File: config.mk
export PLATFORM = sky130hd
export DESIGN_NAME = delay_seq
export DESIGN_NICKNAME = d
export VERILOG_FILES = /design/src/rtl/delay_seq.sv
export SDC_FILE = /design/constraint.sdc
export NUM_CORES = 1
export LEC_CHECK = 0
export BUFFER_PORTS_ARGS = -buffer_cell sky130_fd_sc_hd__buf_2
export CAP_MARGIN = 10
export CORE_AREA = 3 3 40 42
export CTS_BUF_LIST = sky130_fd_sc_hd__clkbuf_16
export DETAILED_ROUTE_END_ITERATION = 12
export DIE_AREA = 0 0 43 45
export MAX_ROUTING_LAYER = met4
export PLACE_DENSITY = 0.68
export RECOVER_POWER = 25
export SETUP_SLACK_MARGIN = 0.4
export SYNTH_ARGS = -nofsm -noshare
export SYNTH_HDL_FRONTEND = slang
export SYNTH_SLANG_ARGS = --single-unit
File: constraint.sdc
create_clock -name c -period 1.5 [get_ports c]
set_clock_uncertainty 0.05 [all_clocks]
set_input_delay 0.3 -clock c [delete_from_list [all_inputs] [get_ports c]]
set_output_delay 0.3 -clock c [all_outputs]
set_load 0.005 [all_outputs]
File: src/rtl/delay_seq.sv
// Sequencer for an N-stage external delay chain: it tracks which stages hold valid and last beats, and drives the shift enable, the local clear and the upstream/downstream handshakes.
// Optional DELAY_SEQ_CNT_EN adds the per-frame beat counter cnt and its sticky wrap flag ovf.
module delay_seq #(
   parameter int N  = 4,
   parameter int CW = 16
) (
   input  logic          c,
   input  logic          r,
   input  logic          s_valid,
   output logic          s_ready,
   input  logic          s_last,
   output logic          m_valid,
   input  logic          m_ready,
   output logic          m_last,
   output logic          e,
   output logic          rnl,
   output logic          busy
`ifdef DELAY_SEQ_CNT_EN
   ,
   output logic [CW-1:0] cnt,
   output logic          ovf
`endif
);

   typedef enum logic [1:0] {IDLE, RUN, DRAIN, CLEAR} state_t;

   state_t       state, state_n;
   logic [N-1:0] vm, lm, vm_n, lm_n;
   logic         advance, s_open, e_int, acc;

   assign advance = m_ready | ~vm[N-1];
   assign s_open  = ((state == IDLE) || (state == RUN)) & advance;
   assign e_int   = (state != CLEAR) & advance;
   assign acc     = s_valid & s_open;

   // NOTE: outputs are forced to their reset values by r itself, so they are defined from the very first cycle r is high, before any edge has cleared the state.
   assign s_ready = r | s_open;
   assign e       = r | e_int;
   assign m_valid = ~r & vm[N-1];
   assign m_last  = ~r & vm[N-1] & lm[N-1];
   assign busy    = ~r & (state != IDLE);
   assign rnl     = ~r & (state != CLEAR);

   always_comb begin
      state_n = state;
      case (state)
         IDLE:    if (acc) state_n = s_last ? DRAIN : RUN;
         RUN:     if (acc && s_last) state_n = DRAIN;
         DRAIN:   if (vm[N-1] && lm[N-1] && m_ready) state_n = CLEAR;
         CLEAR:   state_n = IDLE;
         default: state_n = IDLE;
      endcase
   end

   // Masks move in lock-step with the external chain; index 0 takes the beat accepted this cycle.
   always_comb begin
      vm_n = vm;
      lm_n = lm;
      if (e_int) begin
         vm_n = (vm << 1) | N'(acc);
         lm_n = (lm << 1) | N'(acc & s_last);
      end
   end

   // NOTE: sequential state uses non-blocking assignments so every register samples pre-edge values.
   always_ff @(posedge c) begin
      if (r) begin
         state <= IDLE;
         vm    <= '0;
         lm    <= '0;
      end else begin
         state <= state_n;
         if (state_n == CLEAR) begin
            vm <= '0;
            lm <= '0;
         end else begin
            vm <= vm_n;
            lm <= lm_n;
         end
      end
   end

`ifdef DELAY_SEQ_CNT_EN
   always_ff @(posedge c) begin
      if (r || (state_n == CLEAR)) begin
         cnt <= '0;
         ovf <= 1'b0;
      end else if (acc) begin
         cnt <= cnt + CW'(1);
         if (&cnt) ovf <= 1'b1;
      end
   end
`endif

endmodule

# Word-level counts from Yosys, hierarchy flattened
# Index checks and enable logic that the tools add are counted.
[totals] ff_bits=10 in_bits=5 output_inout_bits=6 wordCells=35
[classes] n_eq_ne=5 n_mux=5 n_bitwise=15 n_reduce_logical=7
[ops] cell="AND 1 bit" n=8
[ops] cell="two-way mux 2 bit" n=4
[ops] cell="bitwise OR 4 x 1 -> 4 bit" n=2
[ops] cell="case mux 2 bit (4 select lines)" n=1
[ops] cell="== test 2 bit (second input constant)" n=3
[ops] cell="logical AND 1 bit" n=3
[ops] cell="bitwise OR 1 bit" n=3
[ops] cell="== test 2 x 1 -> 1 bit (second input constant)" n=1
[ops] cell="zero test 2 bit" n=1
[ops] cell="!= test 2 bit (second input constant)" n=1
[ops] cell="NOT 1 bit" n=2
[ops] cell="nonzero test 2 bit" n=1
[ops] cell="OR reduction 2 bit" n=1
[ops] cell="logical OR 1 bit" n=1

# Depth between registers and ports, before layout
[logic_depth] depth_word=9 mapped_depth=5 mapped_depth_nobuf=3

# Least setup slack after synthesis
# OpenSTA, ideal clock, no wires.
[synth_timing] path_kind="reg2out" start="reg state[1]" end="out rnl" arrival_ns=0.822 setup_slack_ns=0.328 stages_incl_launch_ff=5 n_path_buf=2 path_cell_list="dfxtp_1 -> buf_4 -> and2_1 -> buf_4 -> nor2_1"
[synth_via] elab_chain_len=2
[synth_lines] item="start: declaration" line="27" source="state_t state, state_n;"
[synth_lines] item="start signal: assignment" line="72" source="state <= state_n;"
[synth_lines] item="!= test 2 bit" line="42" source="assign rnl = ~r & (state != CLEAR);"
[synth_lines] item="AND 1 bit" line="42"
[synth_lines] item="end: declaration" line="16" source="output logic rnl,"
# Every way passes these cells.

# Worst setup path after layout
[layout_timing] start="reg vm[3]" end="out m_last"
[layout_via] elab_chain_len=2
[layout_lines] item="start: declaration" line="28" source="logic [N-1:0] vm, lm, vm_n, lm_n;"
[layout_lines] item="start signal: assignment" line="77" source="vm <= vm_n;"
[layout_lines] item="AND 1 bit (2 in series)" line="40" source="assign m_last = ~r & vm[N-1] & lm[N-1];"
[layout_lines] item="end: declaration" line="14" source="output logic m_last,"
# Every way passes these cells.

==> key figures <==
Power and ir drop
  • Pwr/cell area: 1060 nW/um^2
  • Overall power: 842 uW
  • P_leak: 0.315 nW
  • Worst vdd ir: 814 uV

Synth
  • Synth top area share: 0.419
  • Share of synthesized registers carrying an async set or reset: 0
  • Ranking of synthesized cells by instance count: dfxtp_1, a21oi_1, o21ai_1, nand3_1
  • Post-synthesis net count: 64
  • Post-synthesis cell type count: 21
  • Cells after Synth: 59
  • Dominant cells by area after synthesis: dfxtp_1, a21oi_1, o21ai_1, nand3_1, buf_4
  • Primary FF master, synth: dfxtp_1
  • Synth area leader: dfxtp_1
  • Post-Syn Area: 478 sq um
  • Synth Warn #: 0
  • Post-synthesis register bit count: 10
  • Top-count cell post-synth: dfxtp_1
  • Syn Area/Cell: 8.10 sq um
  • Seq/Total Area, Yosys: 0.419
  • Number of synthesized flops with an enable pin: 0

Timing
  • Max_slew headroom: 0.818
  • Post-route clock period utilization: 0.929
  • Setup_tns: 0 ps
  • Final min period: 1390 ps
  • Fin. Hold Viols: 0
  • Worst slew pin tran: 272 ps
  • RSZ-0062 raised after global routing: yes
  • Hold WS: 298 ps
  • Final worst slack: 107 ps
  • Final Max Slew Viols: 0
  • Fmax: 718 MHz
  • Setup-failing EPs final: 0

Critical path
  • Critical path endpoint category: output pin
  • Crit Path Class: flip-flop to output pin
  • Worst-path maximum fanout: 4
  • CP Data Required Time: 1150 ps
  • CP arrival: 1040 ps
  • Startpoint Class: flip-flop

Floorplan
  • Die W: 43 microns
  • Full die area: 1940 sq um
  • Die height: 45 microns
  • Starting Density: 0.372
  • Top Ports: 11
  • Core Area: 1280 sq um
  • Row count: 13

Final layout
  • Layout cells sized above 1: 0.564
  • Final nets: 84
  • Fin area: 792 sq um
  • Area growth syn-to-layout: 65.7%
  • Final std cells w/o fill: 93
  • # diodes: 0
  • FILL cells: 116
  • Core Util, Final: 0.616

Global route
  • First-pass GRT wire length: 2080 microns
  • Largest net degree at the start of global routing: 12
  • Gr usage total: 0.152
  • Initial antenna violation count: 0
  • Grt ovf: 0
  • Vias in the first global route: 459

Clock network
  • CTS Root Cell: clkbuf_16
  • Hold buffers post-CTS: 0
  • H-tree depth: 1
  • Inserted Clock Buffers: 3
  • CTS tree: yes
  • CTS Sinks: 10
  • Clock Tree Buf Depth: 2
  • Clk Latency, worst-skew pair: 240 ps
  • Worst-path clk slew: 40 ps

Place
  • Placed cell area: 554 sq um
  • Dpl hpwl: 693 microns
  • PortBufs: 10
  • Dpl cells: 82
  • Final GP Congestion: 0.746
  • Pre-CTS WS: 232 ps

Route
  • DR pass1 iterations: 4
  • Final ANT Viol Nets: 0
  • Initial drt markers: 12
  • Vias/cell: 5.53
  • WL final: 1290 microns
  • DR vias: 514
  • Drt drc: 0
  • Wire length per cell: 13.9 microns

Status
  • Outcome: complete, no violations

Min path
  • Worst Hold Class: input pin to flip-flop

Run
  • Max Cap Viol: 0
## registers in the layout, summed over array words and instances, names as in the netlist
name / cells
vm: 4
state: 2
lm: 4
## per-layer routing
metal  global-route usage  share of wire  vias up
li1                     -              -      253
met1                0.185           0.41      235
met2                0.231           0.51       20
met3               0.0359          0.057        6
met4               0.0904          0.023        0
met5                    -              0        -
## cells by family (layout without fill, tap and decap cells)
| kind of cell | Yosys count | in the layout | synth area share |
|---|---|---|---|
| flip-flops | 10 | 10 | 0.419 |
| AO/OA/AOI/OAI | 23 | 23 | 0.280 |
| AND/OR/NAND/NOR | 21 | 21 | 0.236 |
| buffers and inverters | 5 | 24 | 0.0654 |
## worst paths after layout
path,slack [ps],startpoint,cells past startpoint,endpoint
setup / recovery,110,vm[3]$_SDFFE_PP0P_,3,m_last
hold / removal,300,s_last,3,lm[0]$_SDFFE_PP0P_
setup reg to reg,150,vm[3]$_SDFFE_PP0P_,5,vm[1]$_SDFFE_PP0P_
hold reg to reg,410,vm[1]$_SDFFE_PP0P_,2,vm[2]$_SDFFE_PP0P_
## repair_timing
| action | 4_1_cts | 5_1_grt |
|---|---|---|
| endpoints found under the setup margin | 15 | 15 |
| gates resized for setup | 19 | 15 |
| buffers inserted | 6 | 0 |
| pin swaps | 15 | 5 |
| cloned | 1 | 0 |
## cells in the final DEF, fill, tap and decap left out
cell | Yosys | layout
a41o_4 | 0 | 1
clkbuf_16 | 0 | 3
and2_4 | 0 | 2
clkbuf_2 | 0 | 1
clkinv_1 | 0 | 1
a21oi_1 | 9 | 7
nor2_4 | 0 | 2
nand2b_4 | 0 | 1
dfxtp_1 | 10 | 8
nor2b_2 | 0 | 2
a311o_1 | 1 | 1
nand3_1 | 7 | 7
o21ai_2 | 0 | 6
o21ai_0 | 0 | 1
buf_2 | 1 | 9
nand2_1 | 2 | 1
nand2_4 | 0 | 1
dfxtp_4 | 0 | 2
o21ai_4 | 0 | 1
a21o_1 | 1 | 1
nand4_1 | 1 | 1
nor2_1 | 3 | 1
nor2b_4 | 0 | 1
a21oi_2 | 0 | 2
o21bai_1 | 1 | 1
buf_4 | 3 | 5
a31oi_1 | 1 | 1
o22ai_1 | 1 | 1
and2b_1 | 1 | 1
buf_6 | 0 | 5
nor3_1 | 1 | 1
## worst max-delay path, cell delays in order, from the launching register on
cell	delay [ps]
dfxtp_1	410
nor2b_4	180
and2_4	140
buf_6	80
## cell type report
| class | instances | area, sq um | share of cell area |
|---|---|---|---|
| clock inverters | 1 | 3.75 | 0.00474 |
| multi-input cells | 44 | 343 | 0.433 |
| flip-flops and latches | 10 | 208 | 0.262 |
| repair buffers | 20 | 144 | 0.182 |
| well taps | 15 | 18.8 | 0.0237 |
| clock buffers | 3 | 75.1 | 0.0948 |
## power breakdown
part / switching, mW / internal (mW) / total, mW
sequential: 0.0163 / 0.278 / 0.294
clock: 0.119 / 0.349 / 0.468
combinational: 0.0386 / 0.0415 / 0.0801
total: 0.174 / 0.668 / 0.842
No activity file was read; power rests on OpenSTA's default activity.
